<file path="config.mk">
export PLATFORM = sky130hd
export DESIGN_NAME = qsqrt_iter
export DESIGN_NICKNAME = d
export VERILOG_FILES = /design/src/rtl/qsqrt_iter_pkg.sv /design/src/rtl/qsqrt_step.sv /design/src/rtl/qsqrt_iter.sv
export SDC_FILE = /design/constraint.sdc
export NUM_CORES = 1
export LEC_CHECK = 0
export ABC_CLOCK_PERIOD_IN_PS = 2900
export CAP_MARGIN = 20
export CORE_UTILIZATION = 52
export DETAILED_ROUTE_END_ITERATION = 7
export PLACE_DENSITY = 0.83
export SETUP_SLACK_MARGIN = 0.3
export SYNTH_ARGS = -nofsm -noshare
export SYNTH_HDL_FRONTEND = slang
export SYNTH_HIERARCHICAL = 1
export SYNTH_SLANG_ARGS = --single-unit
</file>
<file path="constraint.sdc">
create_clock -name clk -period 2.9 [get_ports clk]
set_clock_uncertainty 0.2 [all_clocks]
set_input_delay 0.435 -clock clk [delete_from_list [all_inputs] [get_ports clk]]
set_output_delay 0.435 -clock clk [all_outputs]
set_load 0.005 [all_outputs]
</file>
<file path="src/rtl/qsqrt_iter_pkg.sv">
// Shared definitions for the qsqrt_iter family: FSM state encoding and derived sizing macros.
// QSQRT_RW rounds WIDTH-1+FRAC up to even; QSQRT_ITER is the number of root bits produced.
`ifndef QSQRT_DEFS_VH
`define QSQRT_DEFS_VH
`define QSQRT_RW(w, f)   (((((w) - 1 + (f)) + 1) / 2) * 2)
`define QSQRT_ITER(w, f) (`QSQRT_RW(w, f) / 2)
`endif

package qsqrt_iter_pkg;

  typedef enum logic [1:0] {
    IDLE = 2'd0,
    CALC = 2'd1,
    DONE = 2'd2
  } state_e;

endpackage

</file>
<file path="src/rtl/qsqrt_step.sv">
// One radix-2 digit-recurrence stage: consumes two radicand bits, yields one root bit.
// Purely combinational so it can be reused in an unrolled or pipelined root.
module qsqrt_step #(
  parameter int ROOTW = 23
) (
  input  logic [ROOTW+1:0] rem_i,
  input  logic [ROOTW-1:0] root_i,
  input  logic [1:0]       bits_i,
  output logic [ROOTW+1:0] rem_o,
  output logic             root_bit_o
);

  logic [ROOTW+3:0] shifted;
  logic [ROOTW+4:0] trial;

  assign shifted = {rem_i, bits_i};
  // One spare MSB keeps the subtraction sign visible without overflow.
  assign trial   = {1'b0, shifted} - (ROOTW+5)'({root_i, 2'b01});

  assign root_bit_o = ~trial[ROOTW+4];
  assign rem_o      = root_bit_o ? (ROOTW+2)'(trial) : (ROOTW+2)'(shifted);

endmodule

</file>
<file path="src/rtl/qsqrt_iter.sv">
// qsqrt_iter: signed Q-format square root, radix-2 digit recurrence, one root bit per clock.
// Define QSQRT_ROUND_EN for round-to-nearest; the default build truncates (floor).
module qsqrt_iter
  import qsqrt_iter_pkg::*;
#(
  parameter int WIDTH = 32,
  parameter int FRAC  = 15
) (
  input  logic             clk,
  input  logic             rst_n,
  input  logic             in_valid,
  output logic             in_ready,
  input  logic [WIDTH-1:0] in_data,
  output logic             out_valid,
  input  logic             out_ready,
  output logic [WIDTH-1:0] out_data,
  output logic             out_err
);

  localparam int RW   = `QSQRT_RW(WIDTH, FRAC);
  localparam int ITER = `QSQRT_ITER(WIDTH, FRAC);
  localparam int REMW = ITER + 2;
  localparam int CW   = $clog2(ITER + 1);

  generate
    if (ITER + 1 > WIDTH - 1) begin : g_bad_params
      $error("qsqrt_iter: rounded root (ITER+1 bits) does not fit in WIDTH-1 bits");
    end
  endgenerate

  state_e           state_q, state_d;
  logic [RW-1:0]    rad_q, rad_d;
  logic [REMW-1:0]  rem_q, rem_d;
  logic [ITER-1:0]  root_q, root_d;
  logic [CW-1:0]    cnt_q, cnt_d;
  logic             out_valid_q, out_valid_d;
  logic [WIDTH-1:0] out_data_q, out_data_d;
  logic             out_err_q, out_err_d;

  logic [RW-1:0]    rad_load;
  logic [REMW-1:0]  step_rem;
  logic             step_bit;
  logic [ITER-1:0]  root_next;
  logic [WIDTH-1:0] result;

  // Magnitude scaled by 2^FRAC so the root keeps FRAC fractional bits.
  always_comb begin
    rad_load = '0;
    rad_load[WIDTH-2+FRAC:FRAC] = in_data[WIDTH-2:0];
  end

  qsqrt_step #(
    .ROOTW(ITER)
  ) u_step (
    .rem_i      (rem_q),
    .root_i     (root_q),
    .bits_i     (rad_q[RW-1 -: 2]),
    .rem_o      (step_rem),
    .root_bit_o (step_bit)
  );

  assign root_next = {root_q[ITER-2:0], step_bit};

`ifdef QSQRT_ROUND_EN
  logic            round_up;
  logic [ITER:0]   root_rnd;
  // Remainder above the root means the exact root lies past q+0.5.
  assign round_up = step_rem > REMW'(root_next);
  assign root_rnd = {1'b0, root_next} + {{ITER{1'b0}}, round_up};
  assign result   = WIDTH'(root_rnd);
`else
  assign result   = WIDTH'(root_next);
`endif

  always_comb begin
    state_d     = state_q;
    rad_d       = rad_q;
    rem_d       = rem_q;
    root_d      = root_q;
    cnt_d       = cnt_q;
    out_valid_d = out_valid_q;
    out_data_d  = out_data_q;
    out_err_d   = out_err_q;
    in_ready    = 1'b0;

    unique case (state_q)
      IDLE: begin
        in_ready = 1'b1;
        if (in_valid) begin
          if (in_data[WIDTH-1]) begin
            state_d     = DONE;
            out_err_d   = 1'b1;
            out_data_d  = '0;
            out_valid_d = 1'b1;
          end else begin
            state_d   = CALC;
            rad_d     = rad_load;
            rem_d     = '0;
            root_d    = '0;
            cnt_d     = '0;
            out_err_d = 1'b0;
          end
        end
      end

      CALC: begin
        rad_d  = rad_q << 2;
        rem_d  = step_rem;
        root_d = root_next;
        cnt_d  = cnt_q + CW'(1);
        if (cnt_q == CW'(ITER - 1)) begin
          out_data_d  = result;
          out_valid_d = 1'b1;
          state_d     = DONE;
        end
      end

      DONE: begin
        if (out_ready) begin
          out_valid_d = 1'b0;
          state_d     = IDLE;
        end
      end

      default: state_d = IDLE;
    endcase
  end

  always_ff @(posedge clk or negedge rst_n) begin
    if (!rst_n) begin
      state_q     <= IDLE;
      rad_q       <= '0;
      rem_q       <= '0;
      root_q      <= '0;
      cnt_q       <= '0;
      out_valid_q <= 1'b0;
      out_data_q  <= '0;
      out_err_q   <= 1'b0;
    end else begin
      state_q     <= state_d;
      rad_q       <= rad_d;
      rem_q       <= rem_d;
      root_q      <= root_d;
      cnt_q       <= cnt_d;
      out_valid_q <= out_valid_d;
      out_data_q  <= out_data_d;
      out_err_q   <= out_err_d;
    end
  end

  assign out_valid = out_valid_q;
  assign out_data  = out_data_q;
  assign out_err   = out_err_q;

endmodule

</file>
==> flow_metrics.env, run 1 <==
export IMPL_power_share_sequential=0.213
export IMPL_rows=41
export IMPL_worstMarginPinSlew_ps=731
export IMPL_timing_final_crit_share=1.04
export IMPL_whs_ps=302
export IMPL_port_buffers=61
export IMPL_violations="setup timing"
export IMPL_p_leak_nw=3.79
export IMPL_dpl_hpwl_um=11300
export IMPL_coreArea_um2=12600
export IMPL_synth_warnings=6
export IMPL_layout_drive_gt1_share=0.274
export IMPL_syn_to_final_growth_pct=25.9
export IMPL_grt_max_degree=68
export IMPL_final_hold_viol_count=0
export IMPL_rsz0062_at_grt="yes"
export IMPL_ioPinCount=71
export IMPL_grt_pass1_wl_um=26600
export IMPL_p_int_mw=7.23
export IMPL_dieArea_um2=13400
export IMPL_cts_tree="done"
export IMPL_nFillCells=941
export IMPL_worstSetupPathType="reg2reg"
export IMPL_avgSynthCellArea_um2=10.8
export IMPL_die_y_um=116
export IMPL_fin_ws_ps=-118
export IMPL_switchingPower_mw=4.80
export IMPL_vdd_drop_max_mv=0.677
export IMPL_drc_errors=0
export IMPL_max_stage_delay_ps=400
export IMPL_ys_flop_type="dfrtp_1"
export IMPL_cts_root_buffer_cell="clkbuf_16"
export IMPL_hp_start="out_err"
export IMPL_grt_use_total=0.257
export IMPL_start_util=0.533
export IMPL_drv_cap=0
export IMPL_syn_inst=622
export IMPL_end_kind="flip-flop"
export IMPL_crit_slowest_cell="dfrtp_1"
export IMPL_start_kind="flip-flop"
export IMPL_gp_congestion=0.943
export IMPL_drv_slew=0
export IMPL_antenna_found_initial=0
export IMPL_crit_buf_inv=3
export IMPL_wl_met3_um=853
export IMPL_status="finished, violations left"
export IMPL_diodes=0
export IMPL_cts_buffers_inserted=9
export IMPL_clkSinkCount=111
export IMPL_synth_edff_count=0
export IMPL_ys_ff_latch=111
export IMPL_reg2reg_depth=12
export IMPL_dr_pass1_iters=7
export IMPL_worstPathArrival_ps=3060
export IMPL_path_depth=12
export IMPL_hp_class="reg2reg"
export IMPL_setup_violations=25
export IMPL_die_width_um=116
export IMPL_wl_met1_um=6880
export IMPL_wirelength_um=17000
export IMPL_timing_fmax_ghz=0.331
export IMPL_critPathLaunch="root_q[0]"
export IMPL_pwr_share_comb=0.681
export IMPL_synth_cell_area_um2=6730
export IMPL_clk_latency_ps=360
export IMPL_p_per_area_nw_per_um2=1420
export IMPL_whs_path_depth=1
export IMPL_synthDistinctLibCells=67
export IMPL_ant_nets=0
export IMPL_crit_family="compound AO/OA/AOI/OAI gates"
export IMPL_swShare=0.399
export IMPL_num_vias=5327
export IMPL_first_global_vias=5350
export IMPL_clkPwrFrac=0.106
export IMPL_async_flop_share=1.00
export IMPL_vias_per_cell=5.91
export IMPL_timing_rr_start="root_q[0]"
export IMPL_dr_wl_met2_um=8630
export IMPL_grt_ovfl_total=0
export IMPL_path_max_fanout=5
export IMPL_fin_util=0.671
export IMPL_slew_limit_headroom=0.513
export IMPL_drtIter0Drc=375
export IMPL_worstPathCellList="inv_2 > ha_4 > o211ai_1 > o21ai_2 > a31o_4 > a32oi_4 > a21oi_4 > a31oi_4 > buf_12 > buf_8 > mux2_4 > a22o_1"
export IMPL_layout_nets=788
export IMPL_ys_seq_area_frac=0.413
export IMPL_top_layer="met4"
export IMPL_required_ps=2940
export IMPL_cts_buffer_depth=2
export IMPL_post_route_min_period_ps=3020
export IMPL_clkTransAtPathRegs_ps=70
export IMPL_htreeDepth=3
export IMPL_wire_per_inst_um=18.9
-- area by class of cell --
cell class | instances | area, um^2 | area share
Clock inverter | 6 | 68.8 | 0.00812
Timing Repair Buffer | 133 | 1270 | 0.150
Clock buffer | 9 | 225 | 0.0266
Inverter | 36 | 138 | 0.0162
Tap cell | 172 | 215 | 0.0254
Multi-Input combinational cell | 435 | 3780 | 0.446
Sequential cell | 111 | 2780 | 0.328
-- worst register-to-register path: stages, from the launching register on --
cell and delay (ps):
dfrtp_1 400, inv_2 100, ha_4 210, o211ai_1 260, o21ai_2 120, a31o_4 250, a32oi_4 230, a21oi_4 110
a31oi_4 210, buf_12 160, buf_8 130, mux2_4 300, a22o_1 220
-- synthesized netlist by cell type, types with 4 or more instances --
library cell / number / area [um^2]
nand4_1: 4 / 25.0
nand2_1: 52 / 195
nor3_1: 6 / 30.0
xnor2_1: 11 / 96.3
buf_2: 21 / 105
mux2_2: 17 / 191
inv_1: 35 / 131
a22o_1: 50 / 438
buf_6: 7 / 78.8
nor2_1: 15 / 56.3
buf_4: 9 / 67.6
a21o_1: 5 / 37.5
o21ai_0: 37 / 185
nand2b_1: 5 / 31.3
o211ai_1: 9 / 67.6
mux2_1: 13 / 146
a21oi_1: 28 / 140
o21a_1: 5 / 37.5
clkbuf_1: 8 / 30.0
mux2i_1: 4 / 40.0
dfrtp_1: 111 / 2780
mux2_4: 51 / 766
xor2_1: 10 / 87.6
nand3_1: 24 / 120
and3_1: 5 / 31.3
ha_1: 26 / 325
-- flip-flops by register name, indices dropped and copies added, names as in the netlist --
name	count
cnt_q	5
out_data	23
out_err	1
out_valid	1
rad_q	31
rem_q	25
root_q	23
state_q	2
-- cell usage in the layout, fill, tap and decap left out, drive strengths merged, types with 3 or more instances in the layout --
cell	instances
a21o	5
a21oi	30
a22o	50
a31oi	3
and3	5
buf	70
clkbuf	11
clkdlybuf4s50	60
conb	9
dfrtp	111
ha	26
inv	39
mux2	81
mux2i	4
nand2	52
nand2b	5
nand3	24
nand4	4
nor2	15
nor2b	3
nor3	7
o211ai	9
o21a	5
o21ai	38
o31ai	3
xnor2	11
xor2	10
-- metal layers --
layer / vias up / global-route usage
met5: - / 0
met4: 0 / 0.105
met3: 52 / 0.0570
met2: 183 / 0.448
met1: 2649 / 0.308
li1: 2443 / -
-- timing repair --
item                       in CTS  in global routing
pin swaps                       3                 12
gates resized for setup        17                 30
cloned                          0                  2
setup endpoints to repair      27                 27
setup buffers                   7                 14
hold buffers                    1                  0
hold endpoints to repair       44                  0
-- cell families (layout without fill, tap and decap cells) --
logic type | after synthesis | in the layout | synth area share
muxes | 85 | 85 | 0.170
and+or+nand+nor | 129 | 129 | 0.0937
AOI/OAI and AO/OA | 165 | 165 | 0.179
DFF | 111 | 111 | 0.413
buffers and inverters | 84 | 184 | 0.0686
other | 1 | 9 | 0.000557
xor gates and xnor gates | 21 | 21 | 0.0273
adders and majority gates | 26 | 26 | 0.0484
-- worst paths after layout --
| check | end | slack, ps |
|---|---|---|
| setup / recovery | rem_q[24] | -120 |
| hold / removal | out_err | 300 |
| setup reg to reg | rem_q[24] | -120 |
| hold reg to reg | out_err | 300 |
| max in group asynchronous | rad_q[21] | 1320 |
| min in group asynchronous | rem_q[15] | 430 |
-- power by group through the flow --
stage,Clock (mW),Sequential [mW],Combinational [mW]
after floorplan,0,2.43,5.49
after global placement,0,2.51,6.85
after detailed placement,0,2.55,7.04
after CTS,1.29,2.53,7.42
after global routing,1.35,2.62,8.80
final,1.27,2.56,8.20
-- per-stage QoR --
stage               setup TNS [ps]  setup WS [ps]  std cells  area, um^2  power, mW
floorplan                        0           22.5        630        6830       7.92
global placement              -116           -116        863        7740       9.36
detailed placement            -424           -196        863        7740       9.59
CTS                          -4.64          -3.34        886        8160       11.2
global route                 -3590           -157        902        8470       12.8
finish                       -2490           -118        902        8470       12.0
(Power assumes the default switching activity.)
==> run 2: changes to the inputs <==
CAP_MARGIN = not set   (was 20)
==> results of run 2 <==
No change in the layout: final DEF, timing and power equal those of run 1.
